## config.mk

```make
export PLATFORM = sky130hd
export DESIGN_NAME = reset_sequencer
export DESIGN_NICKNAME = d
export VERILOG_FILES = /design/src/rtl/reset_seq_pkg.sv /design/src/rtl/reset_sync.sv /design/src/rtl/reset_sequencer.sv
export SDC_FILE = /design/constraint.sdc
export NUM_CORES = 1
export LEC_CHECK = 0
export BUFFER_PORTS_ARGS = -buffer_cell sky130_fd_sc_hd__buf_2
export CORE_ASPECT_RATIO = 2
export CORE_MARGIN = 5
export CORE_UTILIZATION = 35
export CTS_CLUSTER_DIAMETER = 100
export DETAILED_ROUTE_END_ITERATION = 12
export SYNTH_ARGS = -nofsm -noshare
export SYNTH_HDL_FRONTEND = slang
export SYNTH_SLANG_ARGS = --single-unit
```

## constraint.sdc

```tcl
create_clock -name clk -period 4.25 [get_ports clk]
set_input_delay 0.2125 -clock clk [delete_from_list [all_inputs] [get_ports clk]]
set_output_delay 0.2125 -clock clk [all_outputs]
set_load 0.03 [all_outputs]
```

## src/rtl/reset_seq_pkg.sv

```systemverilog
// Shared types and defaults for the reset sequencer: FSM state encoding,
// parameter defaults and counter width.
package reset_seq_pkg;

  typedef enum logic [2:0] {
    RESET,
    RELEASE,
    RUN,
    DONE,
    TO,
    STALL
  } state_e;

  localparam int unsigned DEF_SYNC_STAGES = 2;
  localparam int unsigned DEF_NUM_DOMAINS = 3;
  localparam int unsigned DEF_STAGE_GAP   = 4;
  localparam int unsigned DEF_TIMEOUT     = 100000;
  localparam int unsigned DEF_HB_LIMIT    = 1000;

  localparam int unsigned CNT_W = 32;

  // Index width that stays legal when only one domain exists.
  function automatic int unsigned idx_width(input int unsigned n);
    return (n > 1) ? int'($clog2(n)) : 1;
  endfunction

endpackage

```

## src/rtl/reset_sync.sv

```systemverilog
// Reset synchronizer: asserts asynchronously, deasserts after SYNC_STAGES
// clock edges so downstream logic sees a clean release.
module reset_sync
  import reset_seq_pkg::*;
#(
  parameter int unsigned SYNC_STAGES = DEF_SYNC_STAGES
) (
  input  logic clk,
  input  logic rst_n,
  output logic o_rst_sync_n
);

  logic [SYNC_STAGES-1:0] r_sync;

  always_ff @(posedge clk or negedge rst_n) begin
    if (!rst_n) begin
      r_sync <= '0;
    end else begin
      r_sync <= {r_sync[SYNC_STAGES-2:0], 1'b1};
    end
  end

  assign o_rst_sync_n = r_sync[SYNC_STAGES-1];

endmodule

```

## src/rtl/reset_sequencer.sv

```systemverilog
// Staggered per-domain reset release followed by run monitoring that latches
// a single halt / timeout / heartbeat-stall verdict.
module reset_sequencer
  import reset_seq_pkg::*;
#(
  parameter int unsigned SYNC_STAGES = DEF_SYNC_STAGES,
  parameter int unsigned NUM_DOMAINS = DEF_NUM_DOMAINS,
  parameter int unsigned STAGE_GAP   = DEF_STAGE_GAP,
  parameter int unsigned TIMEOUT     = DEF_TIMEOUT,
  parameter int unsigned HB_LIMIT    = DEF_HB_LIMIT
) (
  input  logic                   clk,
  input  logic                   rst_n,
  input  logic                   heartbeat_i,
  input  logic                   halt_i,
  output logic [NUM_DOMAINS-1:0] dom_rst_n_o,
  output logic                   ready_o,
  output logic [CNT_W-1:0]       cycle_cnt_o,
  output logic                   done_o,
  output logic                   timeout_o,
  output logic                   stall_o
);

  localparam int unsigned        IDX_W    = idx_width(NUM_DOMAINS);
  localparam logic [IDX_W-1:0]   LAST_IDX = IDX_W'(NUM_DOMAINS - 1);
  localparam logic [CNT_W-1:0]   GAP_LAST = CNT_W'(STAGE_GAP - 1);
  localparam logic [CNT_W-1:0]   TO_LAST  = CNT_W'(TIMEOUT - 1);
  localparam logic [CNT_W-1:0]   HB_LAST  = CNT_W'(HB_LIMIT - 1);

  if (SYNC_STAGES < 2) begin : g_bad_sync
    $error("reset_sequencer: SYNC_STAGES must be >= 2");
  end
  if (NUM_DOMAINS < 1) begin : g_bad_dom
    $error("reset_sequencer: NUM_DOMAINS must be >= 1");
  end
  if (STAGE_GAP < 1) begin : g_bad_gap
    $error("reset_sequencer: STAGE_GAP must be >= 1");
  end

  state_e                 r_state;
  logic [NUM_DOMAINS-1:0] r_dom_rst_n;
  logic [IDX_W-1:0]       r_dom_idx;
  logic [CNT_W-1:0]       r_gap_cnt;
  logic [CNT_W-1:0]       r_hb_cnt;
  logic [CNT_W-1:0]       r_cycle_cnt;
  logic                   r_ready;
  logic                   r_done;
  logic                   r_timeout;
  logic                   r_stall;

  logic                   w_rst_sync_n;
  logic [NUM_DOMAINS-1:0] w_next_dom;

  reset_sync #(
    .SYNC_STAGES (SYNC_STAGES)
  ) u_reset_sync (
    .clk          (clk),
    .rst_n        (rst_n),
    .o_rst_sync_n (w_rst_sync_n)
  );

  // Domain mask with the next-in-order bit released; earlier bits stay set.
  always_comb begin
    w_next_dom = r_dom_rst_n;
    for (int k = 0; k < int'(NUM_DOMAINS); k++) begin
      if (k == int'(r_dom_idx) + 1) begin
        w_next_dom[k] = 1'b1;
      end
    end
  end

  always_ff @(posedge clk or negedge rst_n) begin
    if (!rst_n) begin
      r_state     <= RESET;
      r_dom_rst_n <= '0;
      r_dom_idx   <= '0;
      r_gap_cnt   <= '0;
      r_hb_cnt    <= '0;
      r_cycle_cnt <= '0;
      r_ready     <= 1'b0;
      r_done      <= 1'b0;
      r_timeout   <= 1'b0;
      r_stall     <= 1'b0;
    end else begin
      case (r_state)
        RESET: begin
          if (w_rst_sync_n) begin
            r_state        <= RELEASE;
            r_dom_rst_n[0] <= 1'b1;
            r_dom_idx      <= '0;
            r_gap_cnt      <= '0;
          end
        end

        RELEASE: begin
          if (r_dom_idx == LAST_IDX) begin
            r_state <= RUN;
            r_ready <= 1'b1;
          end else if (r_gap_cnt == GAP_LAST) begin
            r_gap_cnt   <= '0;
            r_dom_idx   <= r_dom_idx + IDX_W'(1);
            r_dom_rst_n <= w_next_dom;
          end else begin
            r_gap_cnt <= r_gap_cnt + CNT_W'(1);
          end
        end

        RUN: begin
          // Halt outranks timeout; a same-cycle heartbeat cancels a stall.
          if (halt_i) begin
            r_state <= DONE;
            r_done  <= 1'b1;
            r_ready <= 1'b0;
          end else if (r_cycle_cnt == TO_LAST) begin
            r_state   <= TO;
            r_timeout <= 1'b1;
            r_ready   <= 1'b0;
          end else if (!heartbeat_i && (r_hb_cnt == HB_LAST)) begin
            r_state <= STALL;
            r_stall <= 1'b1;
            r_ready <= 1'b0;
          end else begin
            if (r_cycle_cnt != '1) begin
              r_cycle_cnt <= r_cycle_cnt + CNT_W'(1);
            end
            if (heartbeat_i) begin
              r_hb_cnt <= '0;
            end else if (r_hb_cnt != '1) begin
              r_hb_cnt <= r_hb_cnt + CNT_W'(1);
            end
          end
        end

        default: begin
        end
      endcase
    end
  end

  assign dom_rst_n_o = r_dom_rst_n;
  assign ready_o     = r_ready;
  assign cycle_cnt_o = r_cycle_cnt;
  assign done_o      = r_done;
  assign timeout_o   = r_timeout;
  assign stall_o     = r_stall;

endmodule

```

# Yosys cells after proc, flatten, opt, wreduce, memory -nomap -nowiden
# Index checks and enable logic that the tools add are counted.
# totals
regBits	110
wordCells	84
output_inout_bits	39
# classes
bitwise	4
add_sub_neg	5
mux	26
n_eq_ne	16
n_reduce_logical	20
# ops
cell	count
two-way mux 32 bit	5
adder 32 x 1 -> 32 bit, second input constant	3
inequality test 32 bit, second input constant	2
one-hot mux 32 bit (2 select lines)	1
== test 2 x 32 -> 1 bit, first input constant	1
== test 32 x 10 -> 1 bit, second input constant	1
== test 32 x 17 -> 1 bit, second input constant	1
== test 32 x 2 -> 1 bit, second input constant	1
logical NOT 32 bit	1
AND reduction 4 bit	5
two-way mux 3 bit	5
AND reduction 5 bit	3
one-hot mux 3 bit (3 select lines)	1
AND reduction 3 bit	3
two-way mux 1 bit	8
inequality test 2 bit, second input constant	4
two-way mux 2 bit	3
nonzero test 2 bit	3
inequality test 4 bit, second input constant	1
inverter 1 bit	4
one-hot mux 1 bit (2 select lines)	2
one-hot mux 2 bit (2 select lines)	1
adder 2 x 1 -> 3 bit, second input constant	1
== test 2 x 3 -> 1 bit, first input constant	1
10 further kinds	10

# Longest topological paths before layout
# Gate-level depths: netlist of the first run.
# logic_depth
depth_word	6
depth_mapped	10

# By module
# A second synthesis of the first run with hierarchy kept.
# unflattened
cells_unflattened	617
area_unflattened_um2	5904.4
# by_module_without_submodules
mod	cells_each	area_each_um2	seq_area_each_um2	n_inst
reset_sequencer	614	5850.6	2702.6	1
reset_sync	3	53.8	50.0	1

# Least setup slack after synthesis of the first run
# OpenSTA, ideal clock, no wires.
# synth_timing
kind	reg2reg
startpoint	register r_cycle_cnt[0], in the netlist cycle_cnt_o[0]
endpoint	register r_cycle_cnt[1], in the netlist cycle_cnt_o[1]
path_stages_with_launch	9
setup_ns	0.125
period_less_slack_ns	2.309
arrival_time_ns	2.184
setup_slack_ns	1.941
required_ns	4.125
cell_sequence	dfrtp_1 > ha_1 > and4_1 > buf_2 > nand4_1 > o21ai_2 > nor3_1 > buf_2 > mux2_4
# synth_via
elab_chain_cells	3
elab_cells_between_ends	5
# synth_rtl
element	line	source
start, declared	reset_sequencer.sv:45	logic [CNT_W-1:0] r_cycle_cnt;
start signal, assigned	reset_sequencer.sv:124	r_cycle_cnt <= r_cycle_cnt + CNT_W'(1);
branches (longest 3 deep; another with adder 32 x 1 -> 32 bit)	--	
# Parallel ways; which one is timed is not known.
# A chain may end at the register's enable or synchronous reset.

# Worst setup path after layout of the first run
# layout_timing
startpoint	register r_cycle_cnt[0], in the netlist cycle_cnt_o[0]
endpoint	register r_hb_cnt[27]
# layout_via
elab_chain_cells	3
# layout_rtl
element	line	source
== test 32 x 17 -> 1 bit	reset_sequencer.sv:114	end else if (r_cycle_cnt == TO_LAST) begin
inverter 1 bit (no source line)	--	
AND reduction 5 bit (no source line)	--	
end signal, assigned	reset_sequencer.sv:129	r_hb_cnt <= r_hb_cnt + CNT_W'(1);
end, declared	reset_sequencer.sv:44	logic [CNT_W-1:0] r_hb_cnt;
# No other way between the ends.

==> flow_summary_export.csv, run 1 <==
group,metric,value,unit
global_routing,global_route.overflow_total,0,
floorplanning,rows,67,
sta,final_min_period_over_clock_period,0.669,
setup_path,maximum_fanout_count_along_the_critical_path,40,
finish,area_taken_by_flip_flops_and_latches,2750,µm²
clock_network,clock-root-buffer,"sky130_fd_sc_hd__clkbuf_16",
global_routing,grt_start_max_net_pins,79,
worst_hold_path,worstHoldPathType,"input pin to asynchronous set/reset pin",
setup_path,reg_to_reg_critical_path_endpoint,"r_hb_cnt[27]",
placement,gp_congestion,0.844,
finish,layout_commonest_cell,"sky130_fd_sc_hd__dfrtp_1",
finish,num-fill-cells,1718,
sta,relSlewSlack,0.300,
global_routing,grt_first_pass_wirelength,25.2,mm
sta,fmax,352,MHz
floorplanning,die_area,19900,µm²
finish,layout.cells.most_common_list,"sky130_fd_sc_hd__dfrtp_1 (110), sky130_fd_sc_hd__nand2_1 (64), sky130_fd_sc_hd__nand3_1 (57)",
clock_network,cts_repair_resize_count,0,
logic_synthesis,number_of_standard_cells_after_synthesis,628,
logic_synthesis,synth.cell_area,5960,µm²
sta,report.final.setup_viol,0,
clock_network,cts-htree-levels,3,
finish,final_design_area_no_fill,6630,µm²
placement,detailed_place_hpwl,10.8,mm
sta,setup-tns-final,0,ns
power_and_ir_drop,design_power_total,2.40,mW
sta,worst_pin_slew,1.05,ns
finish,drive_above_1_share,0.123,
route,avgRoutedWirePerCell,17.0,µm
flow_run,max_cap_violations,0,
logic_synthesis,top_ff_cell_synth,"sky130_fd_sc_hd__dfrtp_1",
clock_network,clock_insertion_delay_worst_skew,0.35,ns
sta,rsz0062_at_grt,"false",
logic_synthesis,yosys_warnings,0,
finish,syn2layout_area_growth,11.3,%
clock_network,cts.repair_timing.setup_buffer_count,0,
finish,layoutNonFillerInstCount,872,
setup_path,r2r.worst_path.cells,7,
floorplanning,initial_util,0.355,
route,first_pass_iters,5,
placement,placed_cells,856,
setup_path,arrival_worst_endpoint,3.13,ns
logic_synthesis,syn_area_per_cell,9.48,µm²
finish,layout.nets,670,
clock_network,clkSlewWorstSetupHoldPaths,0.08,ns
route,dr_total_vias,4990,
sta,period_needed,2.84,ns
placement,detailed_place.area,6320,µm²
sta,final-hold-violation-count,0,
setup_path,cp.required,4.53,ns
floorplanning,die_height,194,µm
finish,multi_input_area,3030,µm²
power_and_ir_drop,ir_worst_vdd,0.192,mV
logic_synthesis,async_reset_ff_frac,1.00,
global_routing,grtUsageTotal,0.153,
power_and_ir_drop,total_leakage_power,2.90,nW
clock_network,cts-buffers-inserted,9,
logic_synthesis,synth_cell_type_count,57,
setup_path,endpoint_kind_of_the_worst_setup_timing_path,"flop",
clock_network,maximum_number_of_buffers_from_clock_root_to_sink,2,
setup_path,path_class,"flop to flop",
clock_network,cts_sinks,110,
sta,max_clock_skew,0.0135,ns
sta,final.hold.worst_slack,0.00475,ns
logic_synthesis,synth_nets,638,
sta,timing.final.max_slew_violations,0,
logic_synthesis,ys_seq_elements,110,
route,post_drt_via_cell_ratio,5.72,
clock_network,tritoncts,"built",
setup_path,r2r_start,"cycle_cnt_o[0]",
route,route.detailed.drc,0,
logic_synthesis,synth-seq-area-share,0.462,
power_and_ir_drop,p_per_area,362,nW/µm²
finish,num_antenna_cells,0,
global_routing,antenna_violations_before_repair,0,
placement,port_buffers,42,
global_routing,grt_pass1_vias,5142,
setup_path,r2r_slack,1.41,ns
logic_synthesis,synth-edff-count,0,
setup_path,worst_setup_path_start_kind,"flop",
route,drt_first_iter_violations,246,
route,ant_nets,0,
outcome,status,"complete, no violations",
floorplanning,die_x,102,µm
floorplanning,boundaryPins,43,
floorplanning,design.core.area,16800,µm²
route,routed_wirelength,14.8,mm
clock_network,ctsHoldBuffers,0,
-- power by group --
part	internal, mW	switching, mW	leakage (nW)
logic	0.111	0.211	1.28
clock network	0.470	0.410	0.147
registers	1.10	0.0942	1.47
-- per-stage QoR --
step                 util  setup WS (ns)
floorplan               -           1.94
global placement    0.377           1.54
detailed placement  0.377           1.44
CTS                 0.395           1.42
global route        0.395           1.19
finish              0.395           1.41
-- area by class of cell --
type,count,area share
repair buffers,45,0.0355
multi-input cells,482,0.457
clock inverters,6,0.0117
flip-flops and latches,110,0.415
inverters,12,0.00679
clock buffers,10,0.0345
well taps,207,0.0391
-- how the worst max path moves through the flow --
| stage | start | endpoint | slack, ns | cells past startpoint |
|---|---|---|---|---|
| CTS | cycle_cnt_o[0] | r_hb_cnt[27] | 1.42 | 7 |
| finish | cycle_cnt_o[0] | r_hb_cnt[27] | 1.41 | 7 |
| floorplan | cycle_cnt_o[0] | cycle_cnt_o[1] | 1.94 | 8 |
| detailed placement | cycle_cnt_o[0] | r_hb_cnt[27] | 1.44 | 7 |
| global route | cycle_cnt_o[0] | r_hb_cnt[27] | 1.19 | 7 |
| global placement | cycle_cnt_o[0] | r_hb_cnt[26] | 1.54 | 7 |
-- cell usage after synthesis, types with 3 or more instances --
cell type	number	area (µm²)
sky130_fd_sc_hd__a31oi_1	5	31.3
sky130_fd_sc_hd__and2_1	5	31.3
sky130_fd_sc_hd__nand2b_1	3	18.8
sky130_fd_sc_hd__nor4_4	4	85.1
sky130_fd_sc_hd__and4_1	9	78.8
sky130_fd_sc_hd__nand3_1	57	285
sky130_fd_sc_hd__xor2_1	19	166
sky130_fd_sc_hd__xnor2_1	34	298
sky130_fd_sc_hd__or2_2	3	18.8
sky130_fd_sc_hd__and3_1	19	119
sky130_fd_sc_hd__a21oi_1	12	60.1
sky130_fd_sc_hd__a211o_1	3	26.3
sky130_fd_sc_hd__buf_4	4	30.0
sky130_fd_sc_hd__nor4b_1	6	52.6
sky130_fd_sc_hd__or4_1	5	37.5
sky130_fd_sc_hd__nand4_1	39	244
sky130_fd_sc_hd__o22ai_1	3	18.8
sky130_fd_sc_hd__nor2_1	55	206
sky130_fd_sc_hd__dfrtp_1	110	2750
sky130_fd_sc_hd__o21ai_0	19	95.1
sky130_fd_sc_hd__or3_1	3	18.8
sky130_fd_sc_hd__buf_2	9	45.0
sky130_fd_sc_hd__nor3b_1	4	30.0
sky130_fd_sc_hd__a221o_1	5	50.1
sky130_fd_sc_hd__inv_1	12	45.0
sky130_fd_sc_hd__nor2b_1	8	50.1
sky130_fd_sc_hd__a21o_1	7	52.6
sky130_fd_sc_hd__nor3_1	19	95.1
sky130_fd_sc_hd__ha_1	6	75.1
sky130_fd_sc_hd__clkbuf_1	8	30.0
sky130_fd_sc_hd__nand2_1	64	240
sky130_fd_sc_hd__o211ai_1	6	45.0
sky130_fd_sc_hd__nor4_1	33	206
-- flip-flops by register name (all words and copies together), names as in the netlist --
register	count
stall_o	1
u_reset_sync.r_sync	2
r_dom_idx	2
timeout_o	1
dom_rst_n_o	3
r_hb_cnt	32
ready_o	1
r_state	3
cycle_cnt_o	32
r_gap_cnt	32
done_o	1
-- cells by family (layout without fill, tap and decap cells) --
family	Yosys count	count (layout)	share of synthesized area
other cells	1	1	0.000630
buf+inv	36	73	0.0296
simple gates	346	346	0.327
mux	3	3	0.00609
compound gates	73	73	0.0840
xor+xnor	53	53	0.0779
flops	110	110	0.462
fa+ha+maj	6	6	0.0126
-- layer usage --
metal / up-vias / wire length [µm] / global-route usage
li1: 2374 / - / -
met1: 2489 / 5820 / 0.172
met2: 104 / 8290 / 0.287
met3: 23 / 338 / 0.0187
met4: 0 / 348 / 0.0530
met5: - / 0 / 0
-- critical path, stage by stage, from the launching register on --
cell	delay, ns
sky130_fd_sc_hd__dfrtp_1	0.43
sky130_fd_sc_hd__ha_1	0.24
sky130_fd_sc_hd__and4_1	0.29
sky130_fd_sc_hd__nand4_1	0.19
sky130_fd_sc_hd__o21a_2	0.22
sky130_fd_sc_hd__nand3_2	0.60
sky130_fd_sc_hd__or4_1	0.71
sky130_fd_sc_hd__nand3_1	0.10
(Power assumes the default switching activity.)
==> run 2: changes to the inputs <==
--- a/config.mk
+++ b/config.mk
@@ -5,6 +5,7 @@
 export SDC_FILE = /design/constraint.sdc
 export NUM_CORES = 1
 export LEC_CHECK = 0
+export ABC_AREA = 1
 export BUFFER_PORTS_ARGS = -buffer_cell sky130_fd_sc_hd__buf_2
 export CORE_ASPECT_RATIO = 2
 export CORE_MARGIN = 5
==> constraint.sdc (replaced) <==
create_clock -name clk -period 2.57 [get_ports clk]
set_input_delay 0.1285 -clock clk [delete_from_list [all_inputs] [get_ports clk]]
set_output_delay 0.1285 -clock clk [all_outputs]
set_load 0.03 [all_outputs]
==> flow_summary_export.csv, run 2 <==
group,metric,value,unit
logic_synthesis,synth.top_cells.by_area,"sky130_fd_sc_hd__dfrtp_1 (36%), sky130_fd_sc_hd__nand2_1 (21%), sky130_fd_sc_hd__nor2_1 (10%)",
finish,layout.cells.most_common_list,"sky130_fd_sc_hd__nand2_1 (434), sky130_fd_sc_hd__nor2_1 (205), sky130_fd_sc_hd__dfrtp_1 (110)",
placement,placed_cells,1489,
logic_synthesis,synth.cell_area,7630,µm²
setup_path,crit_path_max_incr_delay,0.43,ns
setup_path,cp.required,2.85,ns
logic_synthesis,netlist_top_cells_count,"sky130_fd_sc_hd__nand2_1 (434), sky130_fd_sc_hd__nor2_1 (205), sky130_fd_sc_hd__dfrtp_1 (110)",
clock_network,tritoncts,"built",
floorplanning,boundaryPins,43,
route,route.detailed.drc,0,
setup_path,critical_path.most_common_cell,"sky130_fd_sc_hd__nor2_1",
power_and_ir_drop,total_leakage_power,4.05,nW
power_and_ir_drop,ir_worst_vdd,0.265,mV
floorplanning,initial_util,0.355,
floorplanning,die_area,25000,µm²
worst_hold_path,timing.hold.worst_path_depth,3,
finish,layout.nets,1239,
sta,setup-tns-final,0,ns
sta,final-hold-violation-count,0,
global_routing,global_route.overflow_total,0,
setup_path,crit_family,"simple AND/OR/NAND/NOR gates",
clock_network,clkSlewWorstSetupHoldPaths,0.07,ns
route,avgRoutedWirePerCell,16.6,µm
logic_synthesis,async_reset_ff_frac,1.00,
placement,detailed_place_hpwl,19.5,mm
logic_synthesis,synth-seq-area-share,0.361,
setup_path,maximum_fanout_count_along_the_critical_path,37,
route,dr_total_vias,7602,
logic_synthesis,top_ff_cell_synth,"sky130_fd_sc_hd__dfrtp_1",
global_routing,grt_first_pass_wirelength,39.4,mm
setup_path,path_buf_inv,1,
finish,final_design_area_no_fill,8580,µm²
placement,port_buffers,42,
clock_network,cts_sinks,110,
logic_synthesis,synth_nets,1177,
floorplanning,die_x,114,µm
outcome,status,"complete, no violations",
logic_synthesis,yosys_warnings,0,
floorplanning,design.core.area,21500,µm²
finish,layout_commonest_cell,"sky130_fd_sc_hd__nand2_1",
setup_path,arrival_worst_endpoint,2.54,ns
finish,num_antenna_cells,0,
power_and_ir_drop,p_per_area,383,nW/µm²
logic_synthesis,syn_area_per_cell,6.54,µm²
route,routed_wirelength,25.0,mm
setup_path,worst_setup_path_start_kind,"flop",
logic_synthesis,dominant_cell_by_count_in_the_synthesized_netlist,"sky130_fd_sc_hd__nand2_1",
finish,fin_util,0.399,
sta,fmax,443,MHz
logic_synthesis,synth_top_cell_area_share,0.361,
logic_synthesis,number_of_standard_cells_after_synthesis,1167,
setup_path,path_class,"flop to flop",
logic_synthesis,synth_cell_type_count,40,
route,drt_first_iter_violations,420,
setup_path,critical_path_depth,9,
global_routing,grt_pass1_vias,7680,
sta,post-route-worst-setup-slack,0.313,ns
clock_network,cts-buffers-inserted,9,
finish,syn2layout_area_growth,12.5,%
clock_network,clock-root-buffer,"sky130_fd_sc_hd__clkbuf_16",
placement,gp_congestion,0.979,
route,post_drt_via_cell_ratio,5.04,
finish,layoutNonFillerInstCount,1507,
sta,max_clock_skew,0.0174,ns
global_routing,grt_start_max_net_pins,61,
floorplanning,rows,76,
sta,final_min_period_over_clock_period,0.878,
placement,detailed_place.area,8250,µm²
logic_synthesis,synth.largest_area_cell,"sky130_fd_sc_hd__dfrtp_1",
setup_path,endpoint_kind_of_the_worst_setup_timing_path,"flop",
worst_hold_path,worstHoldPathType,"input pin to flop",
setup_path,r2r.worst_path.cells,9,
sta,timing.final.max_slew_violations,0,
sta,report.final.setup_viol,0,
sta,period_needed,2.26,ns
clock_network,cts-htree-levels,3,
finish,drive_above_1_share,0.118,
logic_synthesis,ys_seq_elements,110,
flow_run,max_cap_violations,0,
global_routing,antenna_violations_before_repair,0,
sta,relSlewSlack,0.511,
route,first_pass_iters,5,
sta,worst_pin_slew,0.732,ns
sta,rsz0062_at_grt,"false",
route,ant_nets,0,
global_routing,grtUsageTotal,0.206,
clock_network,maximum_number_of_buffers_from_clock_root_to_sink,2,
logic_synthesis,synth-edff-count,0,
setup_path,cpMaxStageDelayCell,"sky130_fd_sc_hd__dfrtp_1",
placement,place_worst_setup_slack,0.118,ns
clock_network,clock_insertion_delay_worst_skew,0.37,ns
floorplanning,die_height,219,µm
setup_path,crit_path_cell_trace,"ha_1, buf_4, nand3_1, nor2_1, nand2_1, nor2_1, nor2_2, nand3_4, o21ai_0",
==> run 2: cell types whose count changed after synthesis, sizes merged, moves of 19 or more <==
| cell | delta |
|---|---|
| inv | +95 |
| xnor2 | -27 |
| nand2 | +381 |
| and3 | -19 |
| nand3 | +30 |
| nor2 | +164 |
| nor4 | -37 |
==> run 2: worst min-delay path, delay by kind of cell <==
kind / cells / cell delay [ns]
buffers and inverters: 1 / 0.13
and+or+nand+nor: 2 / 0.17
==> run 2: layout make-up <==
type | instances | area [µm²]
Fill cell | 2357 | 12900
Multi-Input combinational cell | 924 | 4290
Sequential cell | 110 | 2750
Timing Repair Buffer | 75 | 475
Inverter | 109 | 412
Tap cell | 273 | 342
Clock buffer | 12 | 256
Clock inverter | 4 | 52.6
==> run 2: timing repair <==
| item | in CTS | in global routing |
|---|---|---|
| endpoints found under the setup margin | 0 | 30 |
| buffers inserted | 0 | 0 |
| hold endpoints to repair | 27 | 0 |
| hold buffers | 1 | 0 |
| resized for setup | 0 | 1 |
==> run 2: final timing paths <==
kind | from | to | slack [ns]
worst max-delay path | cycle_cnt_o[0] | cycle_cnt_o[15] | 0.31
worst min-delay path | halt_i | done_o | 0.1
worst max register to register | cycle_cnt_o[0] | cycle_cnt_o[15] | 0.31
worst min register to register | u_reset_sync.r_sync[0] | u_reset_sync.r_sync[1] | 0.36
max in group asynchronous | rst_n | r_gap_cnt[16] | 1.65
min in group asynchronous | rst_n | cycle_cnt_o[4] | 0.23
==> run 2: through the flow <==
| stage | hold slack, ns | total power, mW |
|---|---|---|
| floorplan | -0.167 | 1.78 |
| global placement | 0.0979 | 1.83 |
| detailed placement | 0.0967 | 1.83 |
| CTS | 0.0895 | 3.35 |
| global route | 0.133 | 3.43 |
| finish | 0.0993 | 3.29 |
==> run 2: cell families after synthesis <==
logic type               Yosys count  synth area share
adder cells (fa/ha/maj)            6           0.00984
AND/OR/NAND/NOR                  824             0.463
other                              1          0.000492
AO/OA/AOI/OAI                     51            0.0407
flip-flops                       110             0.361
XOR/XNOR                          41            0.0471
buffers and inverters            134            0.0778
==> run 2: layer usage <==
metal,vias up,share of wire,track usage
li1,3779,-,-
met1,3526,0.32,0.182
met2,196,0.56,0.397
met3,101,0.031,0.0320
met4,0,0.085,0.164
met5,-,0,0
==> run 2: where the power goes <==
group	total [mW]	internal (mW)	leakage (nW)	switching (mW)
sequential	1.73	1.73	1.46	0.00140
clock	1.49	0.816	0.154	0.679
combinational	0.0632	0.0118	2.43	0.0513
total	3.29	2.56	4.05	0.732
